[src/rtl/rv32i_pkg.sv]
// Shared fetch-side definitions: machine word width, instruction size and
// the fetch FSM state encoding.
package rv32i_pkg;

  localparam int XLEN = 32;

  // Every instruction is one 32-bit word, so the sequential PC step is 4.
  localparam logic [XLEN-1:0] INSTR_BYTES = 32'd4;

  typedef enum logic [2:0] {
    IF_IDLE  = 3'd0,
    IF_REQ   = 3'd1,
    IF_WAIT  = 3'd2,
    IF_HOLD  = 3'd3,
    IF_FAULT = 3'd4
  } if_state_e;

  // A fetch target is legal only if it sits on a word boundary.
  function automatic logic is_word_aligned(input logic [XLEN-1:0] addr);
    return (addr[1:0] == 2'b00);
  endfunction

endpackage

[src/rtl/if_hold_buffer.sv]
// Single-entry holding register between instruction memory and the IR.
// Keeps the fetched word plus the PC it was fetched from. Clearing only
// drops the valid bit, so the data outputs keep their last value.
module if_hold_buffer
  import rv32i_pkg::*;
(
  input  logic            if_clk,
  input  logic            if_rst,
  input  logic            load,
  input  logic            clear,
  input  logic [XLEN-1:0] load_instr,
  input  logic [XLEN-1:0] load_pc,
  output logic [XLEN-1:0] buf_instr,
  output logic [XLEN-1:0] buf_pc,
  output logic            buf_valid
);

  logic [XLEN-1:0] instr_reg;
  logic [XLEN-1:0] pc_reg;
  logic            valid_reg;

  // Load takes priority over clear; a cleared entry keeps its data visible.
  always_ff @(posedge if_clk) begin
    if (if_rst) begin
      instr_reg <= '0;
      pc_reg    <= '0;
      valid_reg <= 1'b0;
    end else if (load) begin
      instr_reg <= load_instr;
      pc_reg    <= load_pc;
      valid_reg <= 1'b1;
    end else if (clear) begin
      valid_reg <= 1'b0;
    end
  end

  assign buf_instr = instr_reg;
  assign buf_pc    = pc_reg;
  assign buf_valid = valid_reg;

endmodule

[src/rtl/instruction_fetch_unit.sv]
// Instruction fetch unit: owns the PC, issues one outstanding word fetch at
// a time over a req/gnt + rvalid interface, parks the returned word in a
// hold buffer and strobes it into the IR when decode is not stalled.
// Redirects reload the PC and flush whatever fetch is in flight; a
// misaligned redirect target parks the unit in a sticky fault state.
module instruction_fetch_unit
  import rv32i_pkg::*;
#(
  parameter logic [XLEN-1:0] RESET_PC    = 32'h0000_0000,
  parameter int unsigned     IDLE_CYCLES = 1
) (
  input  logic            if_clk,
  input  logic            if_rst,
  output logic            imem_req,
  output logic [XLEN-1:0] imem_addr,
  input  logic            imem_gnt,
  input  logic            imem_rvalid,
  input  logic [XLEN-1:0] imem_rdata,
  output logic [XLEN-1:0] if_instr,
  output logic            if_ir_wr_en,
  output logic [XLEN-1:0] if_pc,
  input  logic            if_stall,
  input  logic            if_redirect,
  input  logic [XLEN-1:0] if_redirect_pc,
  output logic            if_misaligned
);

  localparam int unsigned     CNT_W     = (IDLE_CYCLES > 1) ? $clog2(IDLE_CYCLES) : 1;
  localparam logic [CNT_W-1:0] IDLE_LAST = CNT_W'(IDLE_CYCLES - 1);

  if_state_e       state_reg;
  logic [XLEN-1:0] pc_reg;
  logic [CNT_W-1:0] idle_cnt_reg;
  logic            discard_reg;
  logic            misaligned_reg;

  logic            target_ok;
  logic            buf_load;
  logic            buf_clear;
  logic            buf_valid;
  logic [XLEN-1:0] buf_instr;
  logic [XLEN-1:0] buf_pc;
  logic            wr_en;

  assign target_ok = is_word_aligned(if_redirect_pc);

  // IR strobe and hold-buffer control: a word is delivered only from HOLD,
  // only when decode can take it and no redirect is flushing it.
  always_comb begin
    wr_en     = 1'b0;
    buf_load  = 1'b0;
    buf_clear = 1'b0;
    if (!if_rst) begin
      wr_en     = (state_reg == IF_HOLD) && buf_valid && !if_stall && !if_redirect;
      buf_load  = (state_reg == IF_WAIT) && imem_rvalid && !discard_reg && !if_redirect;
      buf_clear = (state_reg == IF_HOLD) && (wr_en || if_redirect);
    end
  end

  // Fetch FSM together with PC, idle counter, discard flag and fault flag.
  always_ff @(posedge if_clk) begin
    if (if_rst) begin
      state_reg      <= IF_IDLE;
      pc_reg         <= RESET_PC;
      idle_cnt_reg   <= '0;
      discard_reg    <= 1'b0;
      misaligned_reg <= 1'b0;
    end else if (if_redirect && !target_ok) begin
      // Misaligned target: stop fetching. Keep tracking any response still
      // owed by memory so it can be swallowed rather than delivered.
      state_reg      <= IF_FAULT;
      misaligned_reg <= 1'b1;
      case (state_reg)
        IF_REQ:   discard_reg <= imem_gnt;
        IF_WAIT:  discard_reg <= !imem_rvalid;
        IF_FAULT: discard_reg <= discard_reg && !imem_rvalid;
        default:  discard_reg <= 1'b0;
      endcase
    end else begin
      case (state_reg)
        IF_IDLE: begin
          if (if_redirect) begin
            pc_reg <= if_redirect_pc;
          end
          if (idle_cnt_reg == IDLE_LAST) begin
            state_reg <= IF_REQ;
          end else begin
            idle_cnt_reg <= idle_cnt_reg + 1'b1;
          end
        end
        IF_REQ: begin
          if (if_redirect) begin
            pc_reg <= if_redirect_pc;
            if (imem_gnt) begin
              // The granted access is now stale; drop its response.
              discard_reg <= 1'b1;
              state_reg   <= IF_WAIT;
            end
          end else if (imem_gnt) begin
            state_reg <= IF_WAIT;
          end
        end
        IF_WAIT: begin
          if (if_redirect) begin
            pc_reg <= if_redirect_pc;
            if (imem_rvalid) begin
              discard_reg <= 1'b0;
              state_reg   <= IF_REQ;
            end else begin
              discard_reg <= 1'b1;
            end
          end else if (imem_rvalid) begin
            discard_reg <= 1'b0;
            state_reg   <= discard_reg ? IF_REQ : IF_HOLD;
          end
        end
        IF_HOLD: begin
          if (if_redirect) begin
            pc_reg    <= if_redirect_pc;
            state_reg <= IF_REQ;
          end else if (!if_stall) begin
            pc_reg    <= pc_reg + INSTR_BYTES;
            state_reg <= IF_REQ;
          end
        end
        IF_FAULT: begin
          if (if_redirect) begin
            pc_reg         <= if_redirect_pc;
            misaligned_reg <= 1'b0;
            // If a stale response is still owed, wait it out first so that
            // only one access is ever outstanding.
            if (discard_reg && !imem_rvalid) begin
              state_reg <= IF_WAIT;
            end else begin
              discard_reg <= 1'b0;
              state_reg   <= IF_REQ;
            end
          end else if (imem_rvalid) begin
            discard_reg <= 1'b0;
          end
        end
        default: begin
          state_reg <= IF_IDLE;
        end
      endcase
    end
  end

  if_hold_buffer u_hold_buffer (
    .if_clk     (if_clk),
    .if_rst     (if_rst),
    .load       (buf_load),
    .clear      (buf_clear),
    .load_instr (imem_rdata),
    .load_pc    (pc_reg),
    .buf_instr  (buf_instr),
    .buf_pc     (buf_pc),
    .buf_valid  (buf_valid)
  );

  assign imem_req      = (state_reg == IF_REQ);
  assign imem_addr     = pc_reg;
  assign if_instr      = buf_instr;
  assign if_pc         = buf_pc;
  assign if_ir_wr_en   = wr_en;
  assign if_misaligned = misaligned_reg;

endmodule
[config.mk]
export PLATFORM = sky130hd
export DESIGN_NAME = instruction_fetch_unit
export DESIGN_NICKNAME = d
export VERILOG_FILES = /design/src/rtl/rv32i_pkg.sv /design/src/rtl/if_hold_buffer.sv /design/src/rtl/instruction_fetch_unit.sv
export SDC_FILE = /design/constraint.sdc
export NUM_CORES = 1
export LEC_CHECK = 0
export CAP_MARGIN = 10
export CORE_MARGIN = 2
export CORE_UTILIZATION = 35
export DETAILED_ROUTE_END_ITERATION = 8
export PLACE_DENSITY = 0.77
export SLEW_MARGIN = 20
export SYNTH_ARGS = -nofsm -noshare
export SYNTH_HDL_FRONTEND = slang
export SYNTH_SLANG_ARGS = --single-unit
export TNS_END_PERCENT = 10
[constraint.sdc]
create_clock -name if_clk -period 2.3 [get_ports if_clk]
set_clock_uncertainty 0.05 [all_clocks]
set_input_delay 0.46 -clock if_clk [delete_from_list [all_inputs] [get_ports if_clk]]
set_output_delay 0.46 -clock if_clk [all_outputs]
set_load 0.01 [all_outputs]
==> summary.log, run 1 <==
[sta] worst slew margin relative to its limit 0.674
[die] Vert. Die Dim 119 um
[critical_path] Slowest-stage cell, CP sky130_fd_sc_hd__clkdlybuf4s50_1
[synth] sequential element share of the synthesized area 0.441
[global_route] total grt overflow 0
[power] standby leakage power 2.39 nW
[cells_and_area] leading cell type in the layout, fill and taps excluded sky130_fd_sc_hd__clkdlybuf4s50_1
[sta] final hold viol count 0
[min_path] worst min path class flop to flop
[die] row count 42
[synth] Yosys warning total 0
[cells_and_area] count of antenna diodes in the layout 0
[placement] DP Wirelength 9330 um
[clock_tree] CTS buffer count 9
[critical_path] delay of the slowest cell on the worst path 550 ps
[sta] worst slew pin tran 489 ps
[sta] final-report setup violation count 0
[sta] RSZ-0062 raised after global routing false
[drt] Detailed Route WL 13700 um
[cells_and_area] most frequent cells in the layout 166 x sky130_fd_sc_hd__clkdlybuf4s50_1, 156 x sky130_fd_sc_hd__nand2_1, 102 x sky130_fd_sc_hd__dfxtp_1, 96 x sky130_fd_sc_hd__a21oi_1, 47 x sky130_fd_sc_hd__buf_4
[critical_path] worst-path fanout max 7
[cells_and_area] final core occ 0.540
[global_route] number of antenna violations at the first check in global routing 0
[synth] dominant cells by area after synthesis sky130_fd_sc_hd__dfxtp_1 44%, sky130_fd_sc_hd__nand2_1 13%, sky130_fd_sc_hd__a21oi_1 10%
[critical_path] critical path, cell by cell buf_4, and3_1, clkdlybuf4s50_1
[synth] post-synth design cell area 0.00463 mm^2
[synth] FF+latch count, synth 102
[clock_tree] source-to-sink clock delay at the later pin of the worst-skew pair 350 ps
[global_route] Total GRT Usage 0.193
[cells_and_area] Filler Cell Count 1233
[cells_and_area] multi-input logic area 0.00234 mm^2
[power] Worst VDD drop 291 uV
[die] Initial Util 0.354
[die] DIE WIDTH 119 um
[drt] post-route DRC violation count 0
[cells_and_area] non-filler cells in the finished layout 961
[placement] Routability Congestion 0.866
[sta] post-route clock period utilization 0.969
[synth] dominant synthesized flop cell sky130_fd_sc_hd__dfxtp_1
[power] total power 3.96 mW
[cells_and_area] sequential cell area in the final layout 0.00204 mm^2
[critical_path] category of the worst setup path launch point flop
[synth] number of unique standard cell types used by synthesis 56
[sta] worst-case hold slack 403 ps
[global_route] via count of the first global-routing pass 4464
[cells_and_area] final net count 851
[critical_path] critical path type flop to output port
[synth] Avg Inst Size Synth 7.74 um^2
[sta] min cycle time layout 2230 ps
[drt] Iteration-0 DRC Markers 325
[die] overall die area 0.0142 mm^2
[synth] instance count of the mapped netlist 598
[placement] number of placed instances with taps included 944
[die] placeable core region 0.0131 mm^2
[drt] post-DR vias/cell 5.03
[critical_path] CP endpoint kind output port
[die] # IOs 169
[critical_path] data arrival time of the critical path 1720 ps
[placement] buffers added on ports 168
[global_route] largest net degree at the start of global routing 102
[clock_tree] clock tree from TritonCTS done
[drt] first-pass detailed-route iteration total 5
[synth] Post-synth ARST share 0
[critical_path] Worst Path Required 1790 ps
[clock_tree] Max Buffers Root-to-Sink 2
[synth] top cell type by total area after synthesis sky130_fd_sc_hd__dfxtp_1
[power] power density over the cells 560 mW/mm^2
[clock_tree] root buffer cell sky130_fd_sc_hd__clkbuf_16
[job] number of maximum-capacitance violations 0
[synth] number of enable-type register cells in the synthesized netlist 0
[cells_and_area] layout cells sized above 1 0.112
[sta] final-report max-slew violation count 0
[clock_tree] sink count of the clock tree 102
[drt] count of nets left with antenna violations after detail routing 0
[global_route] global-route wire length before repair 22500 um
[clock_tree] clock input transition at the sequential cells of the worst setup and hold paths 70 ps
[synth] post-synth top area share 0.441
[clock_tree] level count of the clock H-tree 3
[drt] average detailed-routed wire length per instance 14.3 um
[drt] count of vias placed by the detailed router 4831
[synth] Syn Nets 669
[cells_and_area] Layout Area Growth over Synthesis 52.6%
[sta] Achievable Freq 449 MHz
[status] run status finished, final reports clean
[path summary, 6_finish.rpt]
| path | cells after the start | slack, ps | from | endpoint |
|---|---|---|---|---|
| worst max-delay path | 3 | 70 | state_reg[0] | imem_req |
| worst min-delay path | 2 | 400 | u_hold_buffer.buf_pc[0] | u_hold_buffer.buf_pc[0] |
| worst max register to register | 7 | 180 | imem_addr[2] | imem_addr[28] |
| worst min register to register | 2 | 400 | u_hold_buffer.buf_pc[0] | u_hold_buffer.buf_pc[0] |
[logic make-up after synthesis]
logic type	count (synthesis)	share of synthesized area
flip-flops	102	0.441
adder cells (fa/ha/maj)	2	0.00486
buffers and inverters	60	0.0551
AO/OA/AOI/OAI	172	0.227
AND/OR/NAND/NOR	259	0.265
multiplexers	3	0.00676
[power by group]
part	leakage [nW]	switching [mW]	internal (mW)	total (mW)
logic	1.43	0.284	0.350	0.634
registers	0.828	0.0537	1.82	1.88
clock network	0.135	0.686	0.765	1.45
total	2.39	1.02	2.94	3.96
[repair_timing]
item,4_1_cts,5_1_grt
buffers inserted,1,0
endpoints found under the setup margin,1,2
gates resized for setup,2,0
hold buffers,0,0
pin swaps,2,1
[through the flow]
step	cell area, um^2	TNS [ps]	setup slack [ps]
2_1_floorplan	4630	0	154
3_3_place_gp	6780	-345	-158
3_5_place_dp	6780	-1330	-191
4_1_cts	7070	0	71.5
5_1_grt	7070	0	18.6
6_report	7070	0	71.6
[critical path: cells and delay by family (launching register included)]
kind / cells / cell delay [ps]
buf+inv: 2 / 740
flops: 1 / 460
simple gates: 1 / 170
[cells in the mapped netlist, drive strengths merged (2+ instances only)]
cell	count
o21ai	23
a221oi	2
dfxtp	102
clkbuf	29
nor2	18
a211oi	8
or4	2
nor3	9
a31o	2
a311oi	3
a22oi	3
and2	6
o21a	3
o31ai	8
nand3	10
a21oi	96
and3	3
nor4b	2
o32ai	6
nand2	156
or3	10
nand2b	6
o31a	2
buf	20
nor2b	7
nand3b	3
mux2i	2
o22ai	3
nand4	7
nor4	11
a21o	4
or2	2
nor3b	3
a31oi	4
inv	11
o2bb2ai	2
[metal layers]
layer	vias to the layer above	global-route usage	routed length, um
li1	2454	-	-
met1	2209	0.261	6350
met2	150	0.302	6370
met3	18	0.0402	759
met4	0	0.0722	250
met5	-	0	0
[final cells by class]
type	instances	area share
Inverter	11	0.00584
Timing Repair Buffer	220	0.303
Tap cell	176	0.0312
Sequential cell	102	0.289
Clock buffer	11	0.0343
Multi-Input combinational cell	436	0.331
Clock inverter	5	0.00496
Note: power is estimated with default switching activity, not from simulation.
==> run 2, diff against run 1 <==
--- a/config.mk
+++ b/config.mk
@@ -14,4 +14,3 @@
 export SYNTH_ARGS = -nofsm -noshare
 export SYNTH_HDL_FRONTEND = slang
 export SYNTH_SLANG_ARGS = --single-unit
-export TNS_END_PERCENT = 10
==> results of run 2 <==
Final layout, timing and power as in run 1 (identical DEF).
==> patch (settings of run 2) <==
Re-encode `if_state_e` (5 states) as one-hot, 5 bits wide.
--- a/src/rtl/rv32i_pkg.sv
+++ b/src/rtl/rv32i_pkg.sv
@@ -9,8 +9,8 @@
 
-  typedef enum logic [2:0] {
-    IF_IDLE  = 3'd0,
-    IF_REQ   = 3'd1,
-    IF_WAIT  = 3'd2,
-    IF_HOLD  = 3'd3,
-    IF_FAULT = 3'd4
+  typedef enum logic [4:0] {
+    IF_IDLE  = 5'b00001,
+    IF_REQ   = 5'b00010,
+    IF_WAIT  = 5'b00100,
+    IF_HOLD  = 5'b01000,
+    IF_FAULT = 5'b10000
   } if_state_e;
Formal check against the unedited RTL: same outputs for any inputs over 4 cycles, from zero or initial values and one cycle with if_rst high; so few cycles prove little.
==> patch against run 2 <==
- sequential power grew 3%
- critical path type is now reg2reg
- clock power increased by 9%
- synthesized area is 4.5% higher
- largest cell class unchanged
- global-route usage is 0.64 points higher
- sequential cell count rose by 2
- cell count is 3.9% higher
- register-to-register slack got worse by 0.08 ns
- total power rose by 9.0%
- die area increased by 4.4%
- worst setup slack improved by 0.026 ns
- routed wire length increased by 7.0%
- combinational power up 27%
- design area is 4.1% higher
==> patch: results (changes against run 2) <==
| Metric | Value |
|---|---|
| Status | complete, no violations |
| Reg-to-reg setup timing slack | 0.1 ns (-0.08 ns) |
| Buffering overhead | 0.296 (-0.00761) |
| Area taken by multi-input logic gates | 0.00252 mm2 (+7.5%) |
| Iter 0 DRT Violations | 305 (-6.2%) |
| Post-Syn Nets | 698 (+4.3%) |
| Post-synthesis sequential area ratio | 0.430 (-0.0109) |
| Relative slew slack | 0.602 (-0.0719) |
| Avg Vias per Cell | 5.09 (+1.3%) |
| Comb_multi_in | 467 (+7.1%) |
| Peak VDD IR | 0.000513 V (+76%) |
| Placer congestion estimate | 0.937 (+8.2%) |
| Met3 usage | 0.0623 (+0.0220) |
| Arr. time, crit path | 2.38 ns (+0.66 ns) |
| Nonclk buf count | 221 (+0.45%) |
| Synth top area cells | dfxtp_1 43%, nand2_1 12%, a21oi_1 11% |
| Fraction of area in registers | 0.283 (-0.00552) |
| Routed length per instance | 14.7 um (+3.0%) |
| Share of cells above drive strength 1 | 0.125 (+0.0132) |
| Number of synthesized register bits | 104 (+2.0%) |
| Invs w/o clock | 14 (+3) |
| Final clock-cell share | 0.0415 (+0.00220) |
| Int Power | 3170 uW (+7.9%) |
| Clock buffers | 10 (-1) |
| Vias in the first global route | 4853 (+8.7%) |
| DP Wirelength | 10.6 mm (+14%) |
| Met1 Use GR | 0.254 (-0.00662) |
| Met3 wire length | 1.22 mm (+61%) |
| First-pass GRT wire length | 23.7 mm (+5.5%) |
| Reg2reg path depth | 8 (+1) |
| Worst Path Max Fanout | 10 (+3) |
| Met2 Track Usage GR | 0.333 (+0.0308) |
| Pre-CTS setup slack | -0.0362 ns (+0.155 ns) |
| # nets final | 888 (+4.3%) |
| Largest net degree at the start of global routing | 105 (+2.9%) |
| HP Start | u_hold_buffer.buf_instr[10]$_SDFFE_PP0P_ |
| Worst min-delay path endpoint | u_hold_buffer.buf_instr[10]$_SDFFE_PP0P_ |
| Worst reg2reg startpoint | state_reg[1]$_SDFFE_PP0P_ |
| Top post-synthesis cells by count | 158 x nand2_1, 106 x a21oi_1, 104 x dfxtp_1 |
| WL met1 | 6.34 mm (-0.13%) |
| Post-synthesis cell type count | 59 (+5.4%) |
[patch: cell count changes after synthesis, moves of 5 or more]
cell,run 2,this run
a211oi_2,2,8
a21oi_1,96,106
buf_1,6,1
nor4_1,10,3
nand3_1,10,19
o21ai_0,21,29
[patch: worst max-delay path by stage]
stage                     cells after the start                      start                         end  slack, ns
final                                         8  state_reg[1]$_SDFFE_PP0P_   imem_addr[8]$_SDFFE_PP0P_        0.1
after global routing                          8  state_reg[1]$_SDFFE_PP0P_   imem_addr[8]$_SDFFE_PP0P_      0.006
after CTS                                     7  state_reg[1]$_SDFFE_PP0P_  imem_addr[11]$_SDFFE_PP0P_       0.07
after detailed placement                      5                   if_stall                 if_ir_wr_en      -0.04
after global placement                        5                   if_stall                 if_ir_wr_en     -0.009
after floorplan                               6  imem_addr[9]$_SDFFE_PP0P_  imem_addr[31]$_SDFFE_PP0P_       0.22
[patch: metrics by stage]
step	std cells	total power, uW	hold slack (ns)	utilization	instance area, um2
2_1_floorplan	627	2340	0.399	-	4840
3_3_place_gp	979	2750	0.391	0.525	7010
3_5_place_dp	979	2760	0.396	0.525	7010
4_1_cts	996	4350	0.404	0.548	7320
5_1_grt	998	4510	0.421	0.551	7350
6_report	998	4320	0.404	0.551	7350
[patch: power groups by stage]
stage | combinational [uW] | clock, uW | sequential (uW)
floorplan | 353 | 0 | 1990
global placement | 779 | 0 | 1970
detailed placement | 785 | 0 | 1970
CTS | 790 | 1630 | 1930
global route | 869 | 1690 | 1940
finish | 804 | 1580 | 1930
[patch: logic make-up after synthesis]
logic type,count (synthesis),synth area share
AND/OR/NAND/NOR,259,0.243
XOR/XNOR,4,0.00724
multiplexers,2,0.00465
buffers and inverters,56,0.0545
adder cells (fa/ha/maj),1,0.00258
flip-flops,104,0.430
AO/OA/AOI/OAI,201,0.258
